### src/rtl/trap_ctrl.sv
`default_nettype none
// ============================================================================
// Module      : trap_ctrl
// Description : Machine-mode trap sequencer for the pipelined RV32I core.
//               Classifies interrupts, ecall, ebreak, mret and illegal
//               instructions at commit, stalls/flushes the pipeline, writes
//               mepc/mcause/mtval/mstatus one per cycle through the CSR trap
//               port, then redirects fetch.
// Revision    : 1.0 - initial release
// ============================================================================
module trap_ctrl #(
    parameter int VECTORED_EN = 1,
    parameter int IRQ_SYNC    = 2
) (
    input  logic        clk,
    input  logic        rst,
    input  logic        commit_valid,
    input  logic [31:0] commit_pc,
    input  logic [31:0] commit_inst,
    input  logic        commit_invalid,
    input  logic        irq_ext,
    input  logic        irq_timer,
    input  logic [31:0] csr_mstatus,
    input  logic [31:0] csr_mie,
    input  logic [31:0] csr_mtvec,
    input  logic [31:0] csr_mepc,
    output logic        trap_csr_we,
    output logic [11:0] trap_csr_addr,
    output logic [31:0] trap_csr_wdata,
    output logic        stall,
    output logic        flush,
    output logic        redirect_valid,
    output logic [31:0] redirect_pc
);

    localparam logic [2:0]  c_st_idle    = 3'd0;
    localparam logic [2:0]  c_st_w_epc   = 3'd1;
    localparam logic [2:0]  c_st_w_cause = 3'd2;
    localparam logic [2:0]  c_st_w_tval  = 3'd3;
    localparam logic [2:0]  c_st_w_stat  = 3'd4;
    localparam logic [2:0]  c_st_m_stat  = 3'd5;
    localparam logic [2:0]  c_st_redir   = 3'd6;

    localparam logic [11:0] c_addr_mstatus = 12'h300;
    localparam logic [11:0] c_addr_mepc    = 12'h341;
    localparam logic [11:0] c_addr_mcause  = 12'h342;
    localparam logic [11:0] c_addr_mtval   = 12'h343;

    localparam logic [31:0] c_inst_ecall  = 32'h0000_0073;
    localparam logic [31:0] c_inst_ebreak = 32'h0010_0073;
    localparam logic [31:0] c_inst_mret   = 32'h3020_0073;

    localparam logic [31:0] c_cause_irq_ext = 32'h8000_000B;
    localparam logic [31:0] c_cause_irq_tmr = 32'h8000_0007;
    localparam logic [31:0] c_cause_ecall   = 32'd11;
    localparam logic [31:0] c_cause_ebreak  = 32'd3;
    localparam logic [31:0] c_cause_illegal = 32'd2;

    logic [2:0]  r_state;
    logic [31:0] r_pc;
    logic [31:0] r_cause;
    logic [31:0] r_tval;
    logic        r_is_irq;
    logic        r_is_mret;

    logic        w_irq_ext_s;
    logic        w_irq_tmr_s;
    logic        w_take_ext;
    logic        w_take_tmr;
    logic        w_is_ecall;
    logic        w_is_ebreak;
    logic        w_is_mret;
    logic        w_detect;
    logic [31:0] w_cause;
    logic [31:0] w_tval;
    logic        w_kind_irq;
    logic        w_kind_mret;
    logic [31:0] w_mstatus_trap;
    logic [31:0] w_mstatus_mret;
    logic        w_vectored;
    logic [31:0] w_trap_target;
    logic        w_unused;

    generate
        if (IRQ_SYNC == 0) begin : g_irq_bypass
            assign w_irq_ext_s = irq_ext;
            assign w_irq_tmr_s = irq_timer;
        end else begin : g_irq_sync
            logic [IRQ_SYNC-1:0] r_ext_sync;
            logic [IRQ_SYNC-1:0] r_tmr_sync;

            // Pass both level interrupt requests through a flop chain
            always_ff @(posedge clk) begin
                if (rst) begin
                    r_ext_sync <= '0;
                    r_tmr_sync <= '0;
                end else begin
                    r_ext_sync[0] <= irq_ext;
                    r_tmr_sync[0] <= irq_timer;
                    for (int i = 1; i < IRQ_SYNC; i++) begin
                        r_ext_sync[i] <= r_ext_sync[i-1];
                        r_tmr_sync[i] <= r_tmr_sync[i-1];
                    end
                end
            end

            assign w_irq_ext_s = r_ext_sync[IRQ_SYNC-1];
            assign w_irq_tmr_s = r_tmr_sync[IRQ_SYNC-1];
        end
    endgenerate

    assign w_take_ext  = w_irq_ext_s & csr_mstatus[3] & csr_mie[11];
    assign w_take_tmr  = w_irq_tmr_s & csr_mstatus[3] & csr_mie[7];
    assign w_is_ecall  = commit_invalid & (commit_inst == c_inst_ecall);
    assign w_is_ebreak = commit_invalid & (commit_inst == c_inst_ebreak);
    assign w_is_mret   = commit_invalid & (commit_inst == c_inst_mret);

    // Interrupts and exceptions are only recognised on a valid commit in IDLE
    assign w_detect = ~rst & (r_state == c_st_idle) & commit_valid
                    & (w_take_ext | w_take_tmr | commit_invalid);

    // Priority classification of the commit-stage event
    always_comb begin
        w_cause     = '0;
        w_tval      = '0;
        w_kind_irq  = 1'b0;
        w_kind_mret = 1'b0;
        if (w_take_ext) begin
            w_cause    = c_cause_irq_ext;
            w_kind_irq = 1'b1;
        end else if (w_take_tmr) begin
            w_cause    = c_cause_irq_tmr;
            w_kind_irq = 1'b1;
        end else if (w_is_ecall) begin
            w_cause = c_cause_ecall;
        end else if (w_is_ebreak) begin
            w_cause = c_cause_ebreak;
        end else if (w_is_mret) begin
            w_kind_mret = 1'b1;
        end else begin
            w_cause = c_cause_illegal;
            w_tval  = commit_inst;
        end
    end

    // Sequencer: latch trap context on detect, then walk the CSR writes
    always_ff @(posedge clk) begin
        if (rst) begin
            r_state   <= c_st_idle;
            r_pc      <= '0;
            r_cause   <= '0;
            r_tval    <= '0;
            r_is_irq  <= 1'b0;
            r_is_mret <= 1'b0;
        end else begin
            case (r_state)
                c_st_idle: begin
                    if (w_detect) begin
                        r_pc      <= {commit_pc[31:2], 2'b00};
                        r_cause   <= w_cause;
                        r_tval    <= w_tval;
                        r_is_irq  <= w_kind_irq;
                        r_is_mret <= w_kind_mret;
                        r_state   <= w_kind_mret ? c_st_m_stat : c_st_w_epc;
                    end
                end
                c_st_w_epc:   r_state <= c_st_w_cause;
                c_st_w_cause: r_state <= c_st_w_tval;
                c_st_w_tval:  r_state <= c_st_w_stat;
                c_st_w_stat:  r_state <= c_st_redir;
                c_st_m_stat:  r_state <= c_st_redir;
                c_st_redir:   r_state <= c_st_idle;
                default:      r_state <= c_st_idle;
            endcase
        end
    end

    // mstatus images for trap entry and mret, built from the live CSR value
    always_comb begin
        w_mstatus_trap        = csr_mstatus;
        w_mstatus_trap[7]     = csr_mstatus[3];
        w_mstatus_trap[3]     = 1'b0;
        w_mstatus_trap[12:11] = 2'b11;
        w_mstatus_mret        = csr_mstatus;
        w_mstatus_mret[3]     = csr_mstatus[7];
        w_mstatus_mret[7]     = 1'b1;
        w_mstatus_mret[12:11] = 2'b11;
    end

    // Vectored mode only applies to interrupts; exceptions always go to base
    assign w_vectored    = (VECTORED_EN != 0) && (csr_mtvec[1:0] == 2'b01) && r_is_irq;
    assign w_trap_target = {csr_mtvec[31:2], 2'b00}
                         + (w_vectored ? {25'd0, r_cause[4:0], 2'b00} : 32'd0);

    // Output decode from the sequencer state; reset silences everything
    always_comb begin
        trap_csr_we    = 1'b0;
        trap_csr_addr  = '0;
        trap_csr_wdata = '0;
        stall          = 1'b0;
        flush          = 1'b0;
        redirect_valid = 1'b0;
        redirect_pc    = '0;
        if (!rst) begin
            case (r_state)
                c_st_idle: begin
                    stall = w_detect;
                    flush = w_detect;
                end
                c_st_w_epc: begin
                    stall          = 1'b1;
                    trap_csr_we    = 1'b1;
                    trap_csr_addr  = c_addr_mepc;
                    trap_csr_wdata = r_pc;
                end
                c_st_w_cause: begin
                    stall          = 1'b1;
                    trap_csr_we    = 1'b1;
                    trap_csr_addr  = c_addr_mcause;
                    trap_csr_wdata = r_cause;
                end
                c_st_w_tval: begin
                    stall          = 1'b1;
                    trap_csr_we    = 1'b1;
                    trap_csr_addr  = c_addr_mtval;
                    trap_csr_wdata = r_tval;
                end
                c_st_w_stat: begin
                    stall          = 1'b1;
                    trap_csr_we    = 1'b1;
                    trap_csr_addr  = c_addr_mstatus;
                    trap_csr_wdata = w_mstatus_trap;
                end
                c_st_m_stat: begin
                    stall          = 1'b1;
                    trap_csr_we    = 1'b1;
                    trap_csr_addr  = c_addr_mstatus;
                    trap_csr_wdata = w_mstatus_mret;
                end
                c_st_redir: begin
                    stall          = 1'b1;
                    redirect_valid = 1'b1;
                    redirect_pc    = r_is_mret ? {csr_mepc[31:2], 2'b00} : w_trap_target;
                end
                default: begin
                    stall = 1'b0;
                end
            endcase
        end
    end

    assign w_unused = ^{commit_pc[1:0], csr_mie[31:12], csr_mie[10:8], csr_mie[6:0],
                        csr_mepc[1:0]};

endmodule
`default_nettype wire
### config.mk
export PLATFORM = sky130hd
export DESIGN_NAME = trap_ctrl
export DESIGN_NICKNAME = d
export VERILOG_FILES = /design/src/rtl/trap_ctrl.sv
export SDC_FILE = /design/constraint.sdc
export NUM_CORES = 1
export LEC_CHECK = 0
export CAP_MARGIN = 30
export CORE_ASPECT_RATIO = 1.4
export CORE_UTILIZATION = 35
export DETAILED_ROUTE_END_ITERATION = 7
export HOLD_SLACK_MARGIN = 0.03
export PLACE_DENSITY = 0.79
export SLEW_MARGIN = 10
export SYNTH_ARGS = -nofsm -noshare
export SYNTH_HDL_FRONTEND = slang
export SYNTH_SLANG_ARGS = --single-unit
### constraint.sdc
create_clock -name clk -period 3.5 [get_ports clk]
set_clock_uncertainty 0.1 [all_clocks]
set_input_delay 0.7 -clock clk [delete_from_list [all_inputs] [get_ports clk]]
set_output_delay 0.7 -clock clk [all_outputs]
set_load 0.02 [all_outputs]
==> summary.txt, run 1 <==
Clocking
  • TritonCTS Sinks: 75
  • CTS tree: yes
  • H-tree levels: 3
  • Total CTS buffers: 9
  • Clock slew at reported path FFs: roughly 0.05 ns
  • Clk_lat worst skew: 0.34 ns
  • CTS root buf: clkbuf_16
  • CTS Hold Bufs: 0
  • CTS max path bufs: 2

Route
  • ANT nets after route: 0
  • Routed WL per cell: 16.55 um
  • Drt initial violations: 263
  • 1st-pass router iterations: 4
  • DRT Wirelength: ~18000 um
  • DRC violations left: 0
  • Vias/cell: ~5.2
  • Vias post-DR: 5564

STA
  • Minimum hold slack: about 0.34 ns
  • Max Slew Vio Count: 0
  • Final setup fails: 9
  • Max transition margin: 52.63%
  • Worst Tran Pin Value: 0.7090 ns
  • RSZ-0062 raised after global routing: true
  • Final TNS setup: -0.3230 ns
  • Final hold violation count: 0
  • Final WS setup: -0.1015 ns
  • Period utilization: 102.9%
  • Fmax: 277.7 MHz
  • Min Tclk post-route: 3.601 ns

Logic synthesis
  • Post-Synthesis Cells: roughly 620
  • Commonest register cell after synthesis: dfxtp_1
  • Post-synth top area share: ~32%
  • Post-synth top area cell: dfxtp_1
  • Yosys warning count: 0
  • Yosys cell types: 58
  • Syn Area/Cell: 7.525 um2
  • #FFs+latches synth: between 70 and 80
  • Synth async-reset ratio: 0%
  • Post-Syn Area: roughly 4700 um2
  • Largest cells by area after synthesis: dfxtp_1 32%, a21oi_1 9.6%, nand2_1 6.7%, nor2_1 6.3%, mux2i_1 6.2%
  • Sequential element share of the synthesized area: approximately a third
  • Post-synth EDFFs: 0

Global routing
  • Top Usage Layer GRT: met2
  • Global-route met2 utilization: 46.75%
  • All-Layer GR Usage: roughly a quarter
  • Met1 Use GR: 25.50%
  • Met3 usage in global routing: 6.704%
  • Vias in the first global route: roughly 5500
  • Largest net degree at the start of global routing: 39
  • Initial antenna violation count: 0
  • GRT overflow: 0
  • First-pass GRT wire length: 27160 um

Finish
  • Most frequent cells in the layout: 197 x clkdlybuf4s50_1, 91 x buf_4, 86 x a21oi_1
  • Commonest non-fill, non-tap cell in the layout: clkdlybuf4s50_1
  • Synth-to-Final Area Change: 69.21%
  • Nets: 1095
  • Final Core Density: 61.22%
  • Share of cells above drive strength 1: roughly 18%
  • Cell area after layout: 7920 um2
  • Diode count: 0

Pwr
  • Clk pwr share: 36.7%
  • Sw Ratio: between 20% and 30%
  • Comb pwr share: 22.7%
  • Static Leakage: 2.917 nW
  • NetSw: 592.7 uW
  • Power Internal: 1.649 mW
  • PD cells: 283.0 nW/um2
  • Flop pwr share: between 40% and 50%
  • Worst ir drop on vdd: ~240 uV

Status
  • Violated checks: setup timing
  • Status: finished with violations

Placement
  • Placed cell area: roughly 7600 um2
  • Gpl congestion: 0.8576
  • Input/output buffers: 232
  • DP Worst Slack: -1.237 ns
  • HPWL Detailed: 13280 um

Worst hold path
  • Hold Path Stages: 1
  • Critical hold path startpoint: g_irq_sync.r_ext_sync[0]
  • HP Class: reg -> reg

Die
  • Ports: approximately 280
  • Die height: 138.8 um
  • Die width: 99.74 um
  • Initial core utilization: between 30 and 40%
  • Core box area: 12940 um2
  • Site row count: 49
  • Die Area: about 14000 um2

Critical path
  • Worst Setup Start Kind: input port
  • Critical path class: in -> out
  • Critical path endpoint category: output pin
  • CP arrival: between 2 and 3 ns
  • Reg-to-Reg End: r_tval[17]
  • Crit path max-delay cell type: or4_4
  • Reg2Reg Depth: 7
  • Largest stage delay, worst path: 0.46 ns
  • Critical Path Start: csr_mtvec[0]
  • Worst-path cell chain: buf_8 -> nand2_4 -> nor2_4 -> and2_4 -> ha_4 -> fa_2 -> a21o_1 -> a21oi_2 -> or4_4 -> or3_4 -> a31oi_2 -> buf_4
  • Required @ worst endpoint: roughly 2.7 ns
  • Worst Setup EP: redirect_pc[28]
  • Max Fanout on Critical Path: 4
  • RR Startpoint: r_state[1]
  • R2R Setup Slk: 1.08 ns

Flow run
  • Max-cap viol count: 0
==> power groups by stage <==
stage	combinational, mW	clock (mW)	sequential [mW]
2_1_floorplan	0.211	0	0.921
3_3_place_gp	0.497	0	0.927
3_5_place_dp	0.502	0	0.927
4_1_cts	0.507	0.840	0.910
5_1_grt	0.545	0.880	0.913
6_report	0.509	0.822	0.910
==> layout make-up <==
cell class	instances	area, um2
clock buffer	10	229.0
multi-input combinational	489	3083
sequential	75	1504
fill	1120	5016
clock inverter	5	31.28
timing repair buffer	308	2816
inverter	9	33.78
tap	178	222.7
==> registers in the layout, indices dropped and copies added, names as in the netlist <==
name                   count
r_tval                    32
g_irq_sync.r_ext_sync      2
g_irq_sync.r_tmr_sync      2
r_is_mret                  1
r_pc                      30
r_cause                    5
r_state                    3
==> cells in the mapped netlist, drive strengths merged (2+ instances only) <==
| master | n |
|---|---|
| a21oi | 92 |
| nand2 | 84 |
| nor2 | 80 |
| dfxtp | 75 |
| a22o | 33 |
| clkbuf | 29 |
| mux2i | 29 |
| o21ai | 29 |
| buf | 28 |
| xnor2 | 23 |
| nor3 | 11 |
| nor4 | 11 |
| nor2b | 10 |
| inv | 9 |
| and2 | 6 |
| nand3 | 6 |
| nand4 | 6 |
| a22oi | 5 |
| and4 | 5 |
| nor3b | 5 |
| or3 | 5 |
| ha | 4 |
| nor4b | 4 |
| a21o | 3 |
| mux2 | 3 |
| nand2b | 3 |
| a211oi | 2 |
| a31oi | 2 |
| o2bb2ai | 2 |
==> worst min-delay path by stage <==
stage,to,slack [ns]
6_report,g_irq_sync.r_ext_sync[1],0.34
5_1_grt,g_irq_sync.r_ext_sync[1],0.36
4_1_cts,g_irq_sync.r_ext_sync[1],0.34
3_5_place_dp,g_irq_sync.r_ext_sync[1],0.33
3_3_place_gp,g_irq_sync.r_ext_sync[1],0.32
2_1_floorplan,g_irq_sync.r_ext_sync[1],0.31
==> critical path: cells and delay by family <==
kind                       cells  cell delay, ns
buffers and inverters          2            0.24
and+or+nand+nor                5            1.20
adders and majority gates      2            0.34
AOI/OAI and AO/OA              3            0.31
==> per-stage QoR <==
stage	cells	total power [mW]
4_1_cts	1072	2.257
5_1_grt	1074	2.338
3_3_place_gp	1056	1.424
3_5_place_dp	1056	1.430
2_1_floorplan	630	1.132
6_report	1074	2.241
==> repair_timing <==
| action | CTS | global route |
|---|---|---|
| endpoints found under the setup margin | 29 | 27 |
| pin swaps | 14 | 4 |
| cloned | 1 | 0 |
| gates resized for setup | 143 | 26 |
| setup buffers | 0 | 2 |
| hold endpoints to repair | 0 | 0 |
==> kinds of logic (layout without fill, tap and decap cells) <==
group	count (synthesis)	in the layout	share of synthesized area (%)
adders and majority gates	5	5	1.497
muxes	32	32	6.923
other	1	9	0.08012
xor gates and xnor gates	24	24	4.491
and+or+nand+nor	241	241	24.59
buffers and inverters	66	332	6.683
DFF	75	75	32.08
AOI/OAI and AO/OA	178	178	23.66
==> per-layer routing <==
layer	wire length, um	up-vias	share of wire, %
met2	9282	263	52
met3	1584	41	8.9
met5	0	-	0
li1	-	2721	-
met1	6239	2539	35
met4	663	0	3.7
Power figures use the tool's default switching activity.
==> run 2, diff against run 1 <==
- REMOVE_ABC_BUFFERS: unset -> 1
==> summary.txt, run 2 (synthesis results as in run 1) <==
Die
  • Site row count: roughly 50
  • Die Area: 13850 um2
  • Core box area: approximately 13000 um2
  • Initial core utilization: 36.18%
  • Ports: 278
  • Die width: around 100 um
  • Die height: 138.8 um

Clocking
  • CTS root buf: clkbuf_16
  • Clk_lat worst skew: 0.34 ns
  • H-tree levels: 3
  • CTS max path bufs: 2
  • TritonCTS Sinks: 75
  • Clock slew at reported path FFs: roughly 0.06 ns
  • CTS tree: yes
  • CTS Hold Bufs: 0
  • Total CTS buffers: 9

Critical path
  • RR Startpoint: r_state[2]
  • CP arrival: 2.76 ns
  • Reg-to-Reg End: r_tval[0]
  • Max Fanout on Critical Path: 5
  • R2R Setup Slk: 1.06 ns
  • Critical path class: in -> out
  • Required @ worst endpoint: 2.70 ns
  • Largest stage delay, worst path: about 0.44 ns
  • Worst Setup Start Kind: input port
  • Worst-path cell chain: buf_6 -> nand2_4 -> nor2_4 -> and2_4 -> ha_4 -> fa_2 -> a21o_1 -> a21oi_2 -> or4_4 -> or3_1 -> a31oi_1 -> buf_4
  • Critical path endpoint category: output pin
  • Reg2Reg Depth: 10
  • Crit path max-delay cell type: or4_4

Finish
  • Diode count: 0
  • Largest regs: r_tval x32, r_pc x30, r_cause x5
  • Top reg by flops: r_tval
  • Final cell count without fillers: 1069
  • Synth-to-Final Area Change: 70.97%
  • Commonest non-fill, non-tap cell in the layout: clkdlybuf4s50_1
  • Nets: approximately 1100
  • Number of flip-flops in the largest register: 32
  • Share of cells above drive strength 1: between 10% and 20%
  • Cell area after layout: 8003 um2
  • Most frequent cells in the layout: 194 x clkdlybuf4s50_1, 87 x a21oi_1, 81 x nand2_1

Placement
  • Input/output buffers: ~230
  • Placed Cells: 1049
  • Placed cell area: about 7500 um2
  • Gpl congestion: 0.9173
  • HPWL Detailed: 13460 um

Route
  • Drt initial violations: 238
  • DRT Wirelength: 17980 um
  • Vias/cell: slightly above 5
  • DRC violations left: 0
  • Routed WL per cell: 16.82 um
  • ANT nets after route: 0
  • 1st-pass router iterations: 5
  • Vias post-DR: 5547

STA
  • Final hold violation count: 0
  • Minimum hold slack: 0.3484 ns
  • Final TNS setup: -0.09180 ns
  • Fmax: 281.1 MHz
  • Min Tclk post-route: 3.557 ns
  • Worst Tran Pin Value: 0.7407 ns
  • Final WS setup: -0.05720 ns
  • Max transition margin: 50.55%
  • Period utilization: 101.6%
  • RSZ-0062 raised after global routing: true
  • Max Slew Vio Count: 0
  • Final setup fails: 4

Worst hold path
  • Hold EP: g_irq_sync.r_tmr_sync[1]
  • Critical hold path startpoint: g_irq_sync.r_tmr_sync[0]
  • HP Class: reg -> reg
  • Hold Path Stages: 1

Global routing
  • GRT overflow: 0
  • Initial antenna violation count: 0
  • Vias in the first global route: around 5500
  • First-pass GRT wire length: 27590 um
  • All-Layer GR Usage: between 20 and 30%
  • Largest net degree at the start of global routing: 52

Status
  • Status: finished with violations
  • Violated checks: setup timing

Pwr
  • PD cells: 298.0 nW/um2
  • Final Power: around 2.4 mW
  • Worst ir drop on vdd: 314.0 uV
  • Static Leakage: a little under 3 nW

Flow run
  • Max-cap viol count: 0
-- run 2: changes by cell type in the layout (fill, tap and decap cells not counted), sizes merged --
cell / change
buf: -5
bufinv: +1
clkdlybuf4s50: -3
dlygate4sd2: +3
clkbuf: +1
clkinv: -2
-- run 2: critical path, delay by kind of cell --
| kind | cells | cell delay, ns |
|---|---|---|
| and+or+nand+nor | 5 | 1.15 |
| AOI/OAI and AO/OA | 3 | 0.35 |
| adders and majority gates | 2 | 0.33 |
| buffers and inverters | 2 | 0.24 |
-- run 2: layout make-up --
class / instances / area [um2]
Fill cell: 1086 / 4933
Multi-Input combinational cell: 489 / 3112
Timing Repair Buffer: 302 / 2816
Sequential cell: 75 / 1504
Clock buffer: 12 / 266.5
Tap cell: 178 / 222.7
Clock inverter: 4 / 47.55
Inverter: 9 / 33.78
-- run 2: what timing repair did --
item,in CTS,in global routing
gates cloned,1,0
setup endpoints to repair,29,29
setup buffers,1,2
pin swaps,11,19
resized for setup,138,52
-- run 2: layer usage --
metal / GRT usage, % / routed length [um] / part of all wire [%] / vias to the layer above
met2: 47.11 / 9266 / 52 / 274
li1: - / - / - / 2694
met3: 7.208 / 1518 / 8.4 / 45
met5: 0 / 0 / 0 / -
met1: 26.33 / 6547 / 36 / 2534
met4: 10.84 / 645 / 3.6 / 0
-- run 2: how the worst max path moves through the flow --
stage / cells after the start / from / end
after floorplan: 10 / csr_mtvec[0] / redirect_pc[28]
after global placement: 12 / csr_mtvec[0] / redirect_pc[24]
after detailed placement: 12 / csr_mtvec[0] / redirect_pc[28]
after CTS: 12 / csr_mtvec[0] / redirect_pc[24]
after global routing: 12 / csr_mtvec[0] / redirect_pc[24]
final: 12 / csr_mtvec[0] / redirect_pc[24]
-- run 2: through the flow --
step                setup WS [ns]  utilization (%)
floorplan                 -0.2871                -
global placement           -1.100            58.04
detailed placement         -1.152            58.04
CTS                      -0.06317            60.06
global route              -0.1281            61.86
finish                   -0.05720            61.86
-- run 2: power breakdown --
part | internal (mW) | total, mW | switching (mW)
clock | 0.607 | 0.961 | 0.353
combinational | 0.289 | 0.507 | 0.218
sequential | 0.889 | 0.917 | 0.0278
==> run 3, diff against run 2 <==
- CORE_UTILIZATION: 35 -> 38
- PLACE_DENSITY: 0.79 -> unset
- PLACE_DENSITY_LB_ADDON: unset -> 0.08
- clock period: 3.5 -> 3.4 ns (I/O delays scaled with it)
==> summary.txt, run 3 (synthesis results as in run 1) <==
Status
  • Status: finished with violations
  • Violated checks: setup timing

Clocking
  • Clock slew at reported path FFs: ~0.060 ns
  • CTS root buf: clkbuf_16
  • TritonCTS Sinks: 75
  • CTS max path bufs: 2
  • Total CTS buffers: 9
  • H-tree levels: 3
  • CTS tree: yes
  • Clk_lat worst skew: 0.33 ns
  • CTS Hold Bufs: 0

Finish
  • Nets: 1107
  • Fill cell instance count of the final layout: 960
  • Most frequent cells in the layout: 197 x clkdlybuf4s50_1, 101 x buf_4, 86 x a21oi_1
  • Largest regs: r_tval x32, r_pc x30, r_cause x5
  • Number of flip-flops in the largest register: 32
  • Final Core Density: between 60% and 70%
  • Commonest non-fill, non-tap cell in the layout: clkdlybuf4s50_1
  • Top reg by flops: r_tval
  • Share of cells above drive strength 1: between 20% and 30%
  • Synth-to-Final Area Change: 76.10%
  • Cell area after layout: between 8000 and 9000 um2
  • Diode count: 0

Route
  • Routed WL per cell: 16.75 um
  • 1st-pass router iterations: 7
  • DRC violations left: 0
  • Drt initial violations: 255
  • ANT nets after route: 0
  • DRT Wirelength: 17690 um
  • Vias post-DR: 5591
  • Vias/cell: 5.295

Die
  • Die height: 133.3 um
  • Ports: about 280
  • Die Area: approximately 13000 um2
  • Site row count: 47
  • Core box area: 11940 um2
  • Initial core utilization: 39.21%
  • Die width: about 96 um

Pwr
  • Power Internal: 1.826 mW
  • Final Power: 2.445 mW
  • NetSw: 618.9 uW
  • Worst ir drop on vdd: 267.1 uV
  • Static Leakage: 3.108 nW
  • Comb pwr share: 21.8%
  • Flop pwr share: a little under two fifths
  • Clk pwr share: 39.8%
  • PD cells: 296.6 nW/um2
  • Sw Ratio: approximately a quarter

Flow run
  • Max-cap viol count: 0

Critical path
  • Critical path class: in -> out
  • Max Fanout on Critical Path: 5
  • CP arrival: 2.82 ns
  • RR Startpoint: r_state[0]
  • Required @ worst endpoint: about 2.6 ns
  • Worst Setup Start Kind: input port
  • Critical path endpoint category: output pin
  • Critical Path Start: csr_mtvec[0]

Placement
  • Placed cell area: ~7500 um2
  • Gpl congestion: approximately 0.84
  • Input/output buffers: 232
  • HPWL Detailed: 13100 um

STA
  • Fmax: 278.0 MHz
  • Minimum hold slack: 0.3522 ns
  • RSZ-0062 raised after global routing: true
  • Max Slew Vio Count: 0
  • Final WS setup: -0.1978 ns
  • Max transition margin: approximately 53%
  • Final TNS setup: -2.078 ns
  • Final setup fails: 25
  • Worst Tran Pin Value: 0.6991 ns
  • Min Tclk post-route: ~3.6 ns
  • Final hold violation count: 0
  • Period utilization: 105.8%

Global routing
  • Largest net degree at the start of global routing: 45
  • Initial antenna violation count: 0
  • All-Layer GR Usage: between 20% and 30%
  • First-pass GRT wire length: around 27000 um
  • GRT overflow: 0
  • Vias in the first global route: 5559

Worst hold path
  • Critical hold path startpoint: r_pc[6]
  • HP Class: reg -> reg
[run 3: cell type report]
| type | instances | area (um2) | area share, % |
|---|---|---|---|
| inverter | 9 | 33.78 | 0.4098 |
| tap | 147 | 183.9 | 2.231 |
| multi-input combinational | 489 | 3217 | 39.03 |
| timing repair buffer | 320 | 2990 | 36.28 |
| clock inverter | 5 | 61.31 | 0.7438 |
| sequential | 75 | 1504 | 18.25 |
| clock buffer | 11 | 252.7 | 3.066 |
[run 3: worst paths after layout]
| path | slack (ns) | end | cells after the start |
|---|---|---|---|
| min | 0.35 | r_pc[6] | 2 |
| max | -0.20 | redirect_pc[28] | 12 |
| max reg2reg | 1.04 | r_cause[3] | 9 |
| min reg2reg | 0.35 | r_pc[6] | 2 |
[run 3: per-stage QoR]
stage	worst slack (ns)	cells
after floorplan	-0.3471	573
after global placement	-1.082	1029
after detailed placement	-1.174	1029
after CTS	-0.2110	1050
after global routing	-0.2739	1056
final	-0.1978	1056
[run 3: metal layers]
layer  global-route usage (%)  wire [um]  vias up
li1                         -          -     2740
met1                    27.58       6522     2585
met2                    50.44       9337      232
met3                    5.765       1380       34
met4                    10.45        448        0
met5                        0          0        -
[run 3: worst max-delay path, stage by stage]
cell and delay, ns:
buf_8 0.07, nand2_4 0.04, nor2_4 0.11, and2_4 0.17, ha_4 0.13, fa_2 0.20
a21o_1 0.16, a21oi_4 0.07, or4_4 0.52, or3_1 0.32, a31oi_1 0.16, buf_2 0.18
[run 3: power by group through the flow]
stage          logic, mW  clock network, mW  registers, mW
2_1_floorplan      0.169                  0          0.965
3_3_place_gp       0.509                  0          0.956
3_5_place_dp       0.517                  0          0.957
4_1_cts            0.526              0.988          0.939
5_1_grt            0.571               1.03          0.943
6_report           0.533              0.972          0.939
[run 3: what timing repair did]
item | in CTS | in global routing
pin swaps | 28 | 31
cloned | 1 | 0
setup endpoints to repair | 30 | 29
gates resized for setup | 186 | 38
buffers inserted | 4 | 6
